`src/rtl/fetch_unit_if.sv`:
```
// fetch_unit_if: imem request/response, decode handoff and redirect signals of the fetch stage
interface fetch_unit_if;
  logic        ImemReqValid;
  logic        ImemReqReady;
  logic [31:0] ImemAddr;
  logic        ImemRspValid;
  logic [31:0] ImemRspData;
  logic        InstrValid;
  logic        InstrReady;
  logic [31:0] Instr;
  logic [31:0] InstrPC;
  logic        Redirect;
  logic [31:0] RedirectPC;
  logic        MisalignFault;
  modport master (
    output ImemReqValid, ImemAddr, InstrValid, Instr, InstrPC, MisalignFault,
    input  ImemReqReady, ImemRspValid, ImemRspData, InstrReady, Redirect, RedirectPC
  );
  modport slave (
    input  ImemReqValid, ImemAddr, InstrValid, Instr, InstrPC, MisalignFault,
    output ImemReqReady, ImemRspValid, ImemRspData, InstrReady, Redirect, RedirectPC
  );
endinterface

```
`src/rtl/fetch_unit.sv`:
```
// fetch_unit: RV32I fetch stage with credit-limited imem requests and a flushable instruction FIFO
module fetch_unit #(
  parameter logic [31:0] RESET_PC = 32'h0000_0000,
  parameter int          DEPTH    = 2
) (
  input logic          clk,
  input logic          rst_n,
  fetch_unit_if.master bus
);
  localparam int CW  = $clog2(DEPTH + 1);
  localparam int CW1 = CW + 1;
  localparam logic [CW:0] LIM = CW1'(DEPTH);
  logic [31:0]   pc_q, pc_d, rsp_pc;
  logic [CW-1:0] count_q, count_d, inflight_q, inflight_d, drop_q, drop_d, widx;
  logic          fault_q, fault_d;
  logic [63:0]   mem_q [DEPTH];
  logic [63:0]   mem_d [DEPTH];
  logic          req_fire, rsp_ok, push, pop;
  assign bus.ImemReqValid  = rst_n && !fault_q && !bus.Redirect && ({1'b0, count_q} + {1'b0, inflight_q} < LIM);
  assign bus.ImemAddr      = pc_q;
  assign bus.InstrValid    = count_q != '0;
  assign bus.Instr         = mem_q[0][63:32];
  assign bus.InstrPC       = mem_q[0][31:0];
  assign bus.MisalignFault = fault_q;
  assign req_fire = bus.ImemReqValid && bus.ImemReqReady;
  assign rsp_ok   = bus.ImemRspValid && inflight_q != '0;
  assign push     = rsp_ok && drop_q == '0 && !bus.Redirect;
  assign pop      = bus.InstrValid && bus.InstrReady;
  assign widx     = count_q - CW'(pop);
  // Once drop reaches zero every outstanding request was issued from the current pc stream
  assign rsp_pc   = pc_q - (32'(inflight_q) << 2);
  always_comb begin
    pc_d       = bus.Redirect ? bus.RedirectPC : req_fire ? pc_q + 32'd4 : pc_q;
    inflight_d = inflight_q + CW'(req_fire) - CW'(rsp_ok);
    drop_d     = bus.Redirect ? inflight_q - CW'(rsp_ok) : drop_q - CW'(rsp_ok && drop_q != '0);
    count_d    = bus.Redirect ? '0 : count_q + CW'(push) - CW'(pop);
    fault_d    = fault_q || (bus.Redirect && bus.RedirectPC[1:0] != 2'b00);
  end
  // Shift-down FIFO keeps the head in entry 0 so Instr/InstrPC come straight from flops
  for (genvar i = 0; i < DEPTH; i++) begin : g_ent
    logic [63:0] up;
    if (i == DEPTH - 1) begin : g_last
      assign up = mem_q[i];
    end else begin : g_mid
      assign up = mem_q[i + 1];
    end
    assign mem_d[i] = (push && widx == CW'(i)) ? {bus.ImemRspData, rsp_pc} : pop ? up : mem_q[i];
  end
  always_ff @(posedge clk or negedge rst_n)
    if (!rst_n) begin
      pc_q       <= RESET_PC;
      count_q    <= '0;
      inflight_q <= '0;
      drop_q     <= '0;
      fault_q    <= 1'b0;
      mem_q      <= '{default: '0};
    end else begin
      pc_q       <= pc_d;
      count_q    <= count_d;
      inflight_q <= inflight_d;
      drop_q     <= drop_d;
      fault_q    <= fault_d;
      mem_q      <= mem_d;
    end
endmodule
```
`src/flat_wrapper.sv`:
```
// flat-port wrapper written by rule: the top's interface ports become plain ports
module fetch_unit_flat 
#(
  parameter logic [31:0] RESET_PC = 32'h0000_0000,
  parameter int          DEPTH    = 2
)
  (clk, rst_n, bus_ImemReqValid, bus_ImemAddr, bus_InstrValid, bus_Instr, bus_InstrPC, bus_MisalignFault, bus_ImemReqReady, bus_ImemRspValid, bus_ImemRspData, bus_InstrReady, bus_Redirect, bus_RedirectPC);
  fetch_unit_if bus_i ();
  input logic clk;
  input logic rst_n;
  output wire logic [$bits(bus_i.ImemReqValid)-1:0] bus_ImemReqValid;
  output wire logic [$bits(bus_i.ImemAddr)-1:0] bus_ImemAddr;
  output wire logic [$bits(bus_i.InstrValid)-1:0] bus_InstrValid;
  output wire logic [$bits(bus_i.Instr)-1:0] bus_Instr;
  output wire logic [$bits(bus_i.InstrPC)-1:0] bus_InstrPC;
  output wire logic [$bits(bus_i.MisalignFault)-1:0] bus_MisalignFault;
  input wire logic [$bits(bus_i.ImemReqReady)-1:0] bus_ImemReqReady;
  input wire logic [$bits(bus_i.ImemRspValid)-1:0] bus_ImemRspValid;
  input wire logic [$bits(bus_i.ImemRspData)-1:0] bus_ImemRspData;
  input wire logic [$bits(bus_i.InstrReady)-1:0] bus_InstrReady;
  input wire logic [$bits(bus_i.Redirect)-1:0] bus_Redirect;
  input wire logic [$bits(bus_i.RedirectPC)-1:0] bus_RedirectPC;
  assign bus_ImemReqValid = bus_i.ImemReqValid;
  assign bus_ImemAddr = bus_i.ImemAddr;
  assign bus_InstrValid = bus_i.InstrValid;
  assign bus_Instr = bus_i.Instr;
  assign bus_InstrPC = bus_i.InstrPC;
  assign bus_MisalignFault = bus_i.MisalignFault;
  assign bus_i.ImemReqReady = bus_ImemReqReady;
  assign bus_i.ImemRspValid = bus_ImemRspValid;
  assign bus_i.ImemRspData = bus_ImemRspData;
  assign bus_i.InstrReady = bus_InstrReady;
  assign bus_i.Redirect = bus_Redirect;
  assign bus_i.RedirectPC = bus_RedirectPC;
  fetch_unit #(.RESET_PC(RESET_PC), .DEPTH(DEPTH)) u_core (.clk(clk), .rst_n(rst_n), .bus(bus_i));
endmodule
```
`config.mk`:
```
export PLATFORM = sky130hd
export DESIGN_NAME = fetch_unit_flat
export DESIGN_NICKNAME = d
export VERILOG_FILES = /design/src/rtl/fetch_unit_if.sv /design/src/rtl/fetch_unit.sv /design/src/flat_wrapper.sv
export SDC_FILE = /design/constraint.sdc
export NUM_CORES = 1
export LEC_CHECK = 0
export ABC_AREA = 1
export CELL_PAD_IN_SITES_DETAIL_PLACEMENT = 1
export CELL_PAD_IN_SITES_GLOBAL_PLACEMENT = 1
export CORE_ASPECT_RATIO = 1.4
export CORE_MARGIN = 2
export CORE_UTILIZATION = 34
export DETAILED_ROUTE_END_ITERATION = 8
export GPL_TIMING_DRIVEN = 0
export PLACE_DENSITY = 0.83
export SLEW_MARGIN = 15
export SYNTH_ARGS = -nofsm -noshare
export SYNTH_HDL_FRONTEND = slang
export SYNTH_SLANG_ARGS = --single-unit
```
`constraint.sdc`:
```
create_clock -name clk -period 2.3 [get_ports clk]
set_input_delay 0.23 -clock clk [delete_from_list [all_inputs] [get_ports clk]]
set_output_delay 0.23 -clock clk [all_outputs]
set_load 0.05 [all_outputs]
```
==> run metrics <==
FP Rows 70; critical path class reg -> reg; Synth top area share 0.462; sequential element share of the synthesized area 0.462; Worst-Margin Slew 0.720 ns; IO Port Bufs 168; Synth Instances 1283; drt initial violations 414; routed len/inst 19.0 um; Psw 0.00665 W; Worst Path Arrival 2.59 ns; Synth area leaders dfrtp_1 (46%), nand2_1 (21%), nand3_1 (11%); Synth Area per Inst 7.05 um^2; clock root cell clkbuf_16; maximum VDD drop 0.604 mV; vias in the first global route 10200; largest net degree at the start of global routing 100; Area Growth Syn to Fin 37.7%; sequential share of power 0.309; Yosys warning total 0; CP Capture Type flip-flop; post-placement cell count 1776; Sw Ratio 0.443; total gr overflow 0; Clk Latency, worst-skew pair 0.44 ns; # setup viols final 0; share of cells above drive strength 1 0.0970; Worst EP required 2.62 ns; Synth Register Bits 167; Internal Power 0.00838 W; Clk pin slew, worst setup/hold paths 0.07 ns; Netlist cell types 29; Max Fanout on Critical Path 10; antenna violations before repair 0; DRC Markers 0; HPWL Detailed 25.4 mm; die area 27900 um^2; routability cong. 0.913; post-synth top area cell dfrtp_1; Clk pwr share 0.211; GRT Util Overall 0.255; f_max 0.441 GHz; Hold Path Class in -> async; final max-slew violation count 0; max cap viols 0; Core Box Area 26100 um^2; Hold Vio Cnt, Final 0; TritonCTS clock tree done; pwr dens 1210 nW/um^2; RSZ-0062 raised after global routing yes; status finished, final reports clean; logic gate share of total power 0.480; Ports 169; H-tree levels 4; DR pass1 iterations 4; Die W 142 um; synthesized cell area 9040 um^2; Avg Vias per Cell 5.15; Final Critical Period 2.27 ns; CTS buffer count 17; CTS Buffer Depth 2; Inserted Diodes 0; DIE HEIGHT 197 um; setup TNS 0 ns; Initial Utilization 0.346; first-pass GRT wire length 54.5 mm; static leakage power 6.01 nW; period utilization 0.987; clock sink count 167; vias post-DR 9472; Routed WL 35.0 mm; Post-Layout Cell Count 1840; Rel. slew slack 0.520; CP startpoint kind flip-flop; Nets 1585; Final ANT Viol Nets 0; Worst Skew 0.0112 ns; Synth Net Count 1365
-- registers in the layout (all words and copies together) (netlist names) --
signal	count
u_core.bus.MisalignFault	1
u_core.inflight_q	2
u_core.bus.ImemAddr	32
u_core.bus.InstrPC	32
u_core.bus.Instr	32
u_core.g_ent.up	64
u_core.count_q	2
u_core.drop_q	2
-- cells in the mapped netlist --
cell type	instances
a21oi_1	8
a31oi_1	7
and2_1	2
and3_1	1
buf_1	2
buf_2	28
buf_4	5
clkbuf_1	33
dfrtp_1	167
fa_1	2
ha_1	10
inv_1	86
inv_2	4
nand2_1	507
nand2_2	1
nand3_1	190
nand3_2	1
nand3b_1	2
nand4_1	12
nor2_1	143
nor2_2	2
nor2_4	3
o211ai_1	1
o21ai_0	32
o21ai_1	11
o22ai_1	5
or2_2	3
xnor2_1	2
xor2_1	13
-- kinds of logic after synthesis --
group	count (synthesis)	share of synthesized area
compound gates	64	0.0374
xor+xnor	15	0.0145
fa+ha+maj	12	0.0183
buf+inv	158	0.0715
flops	167	0.462
simple gates	867	0.396
-- layout make-up --
class	instances	area [um^2]
Sequential cell	167	4180
Clock inverter	14	198
Fill cell	3232	13700
Tap cell	324	405
Multi-Input combinational cell	958	4330
Inverter	90	345
Buffer	65	508
Clock buffer	18	439
Timing Repair Buffer	204	2040
-- power by group through the flow --
stage | Combinational, W | Clock [W] | Sequential (W)
after global routing | 0.00780 | 0.00331 | 0.00476
after global placement | 0.00628 | 0 | 0.00464
after detailed placement | 0.00645 | 0 | 0.00467
after CTS | 0.00701 | 0.00322 | 0.00463
final | 0.00721 | 0.00317 | 0.00465
after floorplan | 0.00240 | 0 | 0.00632
-- worst paths after layout --
kind / from / end / slack, ns / depth (start not counted)
setup reg to reg: u_core.count_q[0]$_DFF_PN0_ / u_core.bus.Instr[7]$_DFFE_PN0P_ / 0.03 / 14
setup / recovery: u_core.count_q[0]$_DFF_PN0_ / u_core.bus.Instr[7]$_DFFE_PN0P_ / 0.03 / 14
min in group clk: bus_RedirectPC[21] / u_core.bus.ImemAddr[21]$_DFFE_PN0P_ / 0.36 / 3
max in group asynchronous: rst_n / u_core.bus.Instr[27]$_DFFE_PN0P_ / 1.10 / 3
hold reg to reg: u_core.g_ent[0].up[53]$_DFFE_PN0P_ / u_core.g_ent[0].up[53]$_DFFE_PN0P_ / 0.47 / 2
hold / removal: rst_n / u_core.bus.ImemAddr[20]$_DFFE_PN0P_ / 0.32 / 2
-- routing by layer --
layer	track usage	share of wire	vias up
li1	-	-	4484
met1	0.282	0.39	4639
met2	0.469	0.53	262
met3	0.0333	0.032	87
met4	0.138	0.052	0
met5	0	0	-
-- through the flow --
stage	instance area [um^2]	util	hold WS [ns]	total power (W)	worst slack (ns)
after floorplan	9040	-	-0.0656	0.00872	0.0164
after global placement	11100	0.426	0.454	0.0109	-6.24
after detailed placement	11200	0.428	0.251	0.0111	-1.18
after CTS	12200	0.467	0.347	0.0149	0.00305
after global routing	12400	0.477	0.337	0.0159	-0.0582
final	12400	0.477	0.322	0.0150	0.0310
-- what timing repair did --
item / 4_1_cts / 5_1_grt
hold buffers: 1 / 0
pin swaps: 7 / 7
hold endpoints to repair: 68 / 0
endpoints found under the setup margin: 159 / 146
buffers inserted: 21 / 11
gates cloned: 1 / 1
gates resized for setup: 70 / 55
-- cells in the final DEF, fill, tap and decap left out, types with 6 or more instances in the layout --
| cell type | n |
|---|---|
| nand2_1 | 503 |
| nand3_1 | 190 |
| clkdlybuf4s50_1 | 166 |
| dfrtp_1 | 166 |
| nor2_1 | 136 |
| inv_1 | 85 |
| buf_4 | 39 |
| o21ai_0 | 30 |
| clkbuf_1 | 20 |
| clkbuf_16 | 19 |
| o21ai_1 | 12 |
| nand4_1 | 12 |
| xor2_1 | 11 |
| buf_6 | 10 |
| buf_2 | 9 |
| a21oi_1 | 8 |
| nor2_4 | 8 |
| ha_1 | 8 |
| buf_8 | 7 |
| a31oi_1 | 6 |
-- worst max-delay path, stage by stage (launching register included) --
cell       delay [ns]
dfrtp_1          0.42
nor2_4           0.17
nor2_4           0.07
clkbuf_16        0.15
buf_12           0.13
ha_1             0.29
inv_2            0.09
nor2_2           0.05
nand2_4          0.12
clkinv_4         0.10
buf_4            0.15
buf_4            0.13
buf_6            0.13
nand2_1          0.07
nand3_1          0.07
Note: power is estimated with default switching activity, not from simulation.
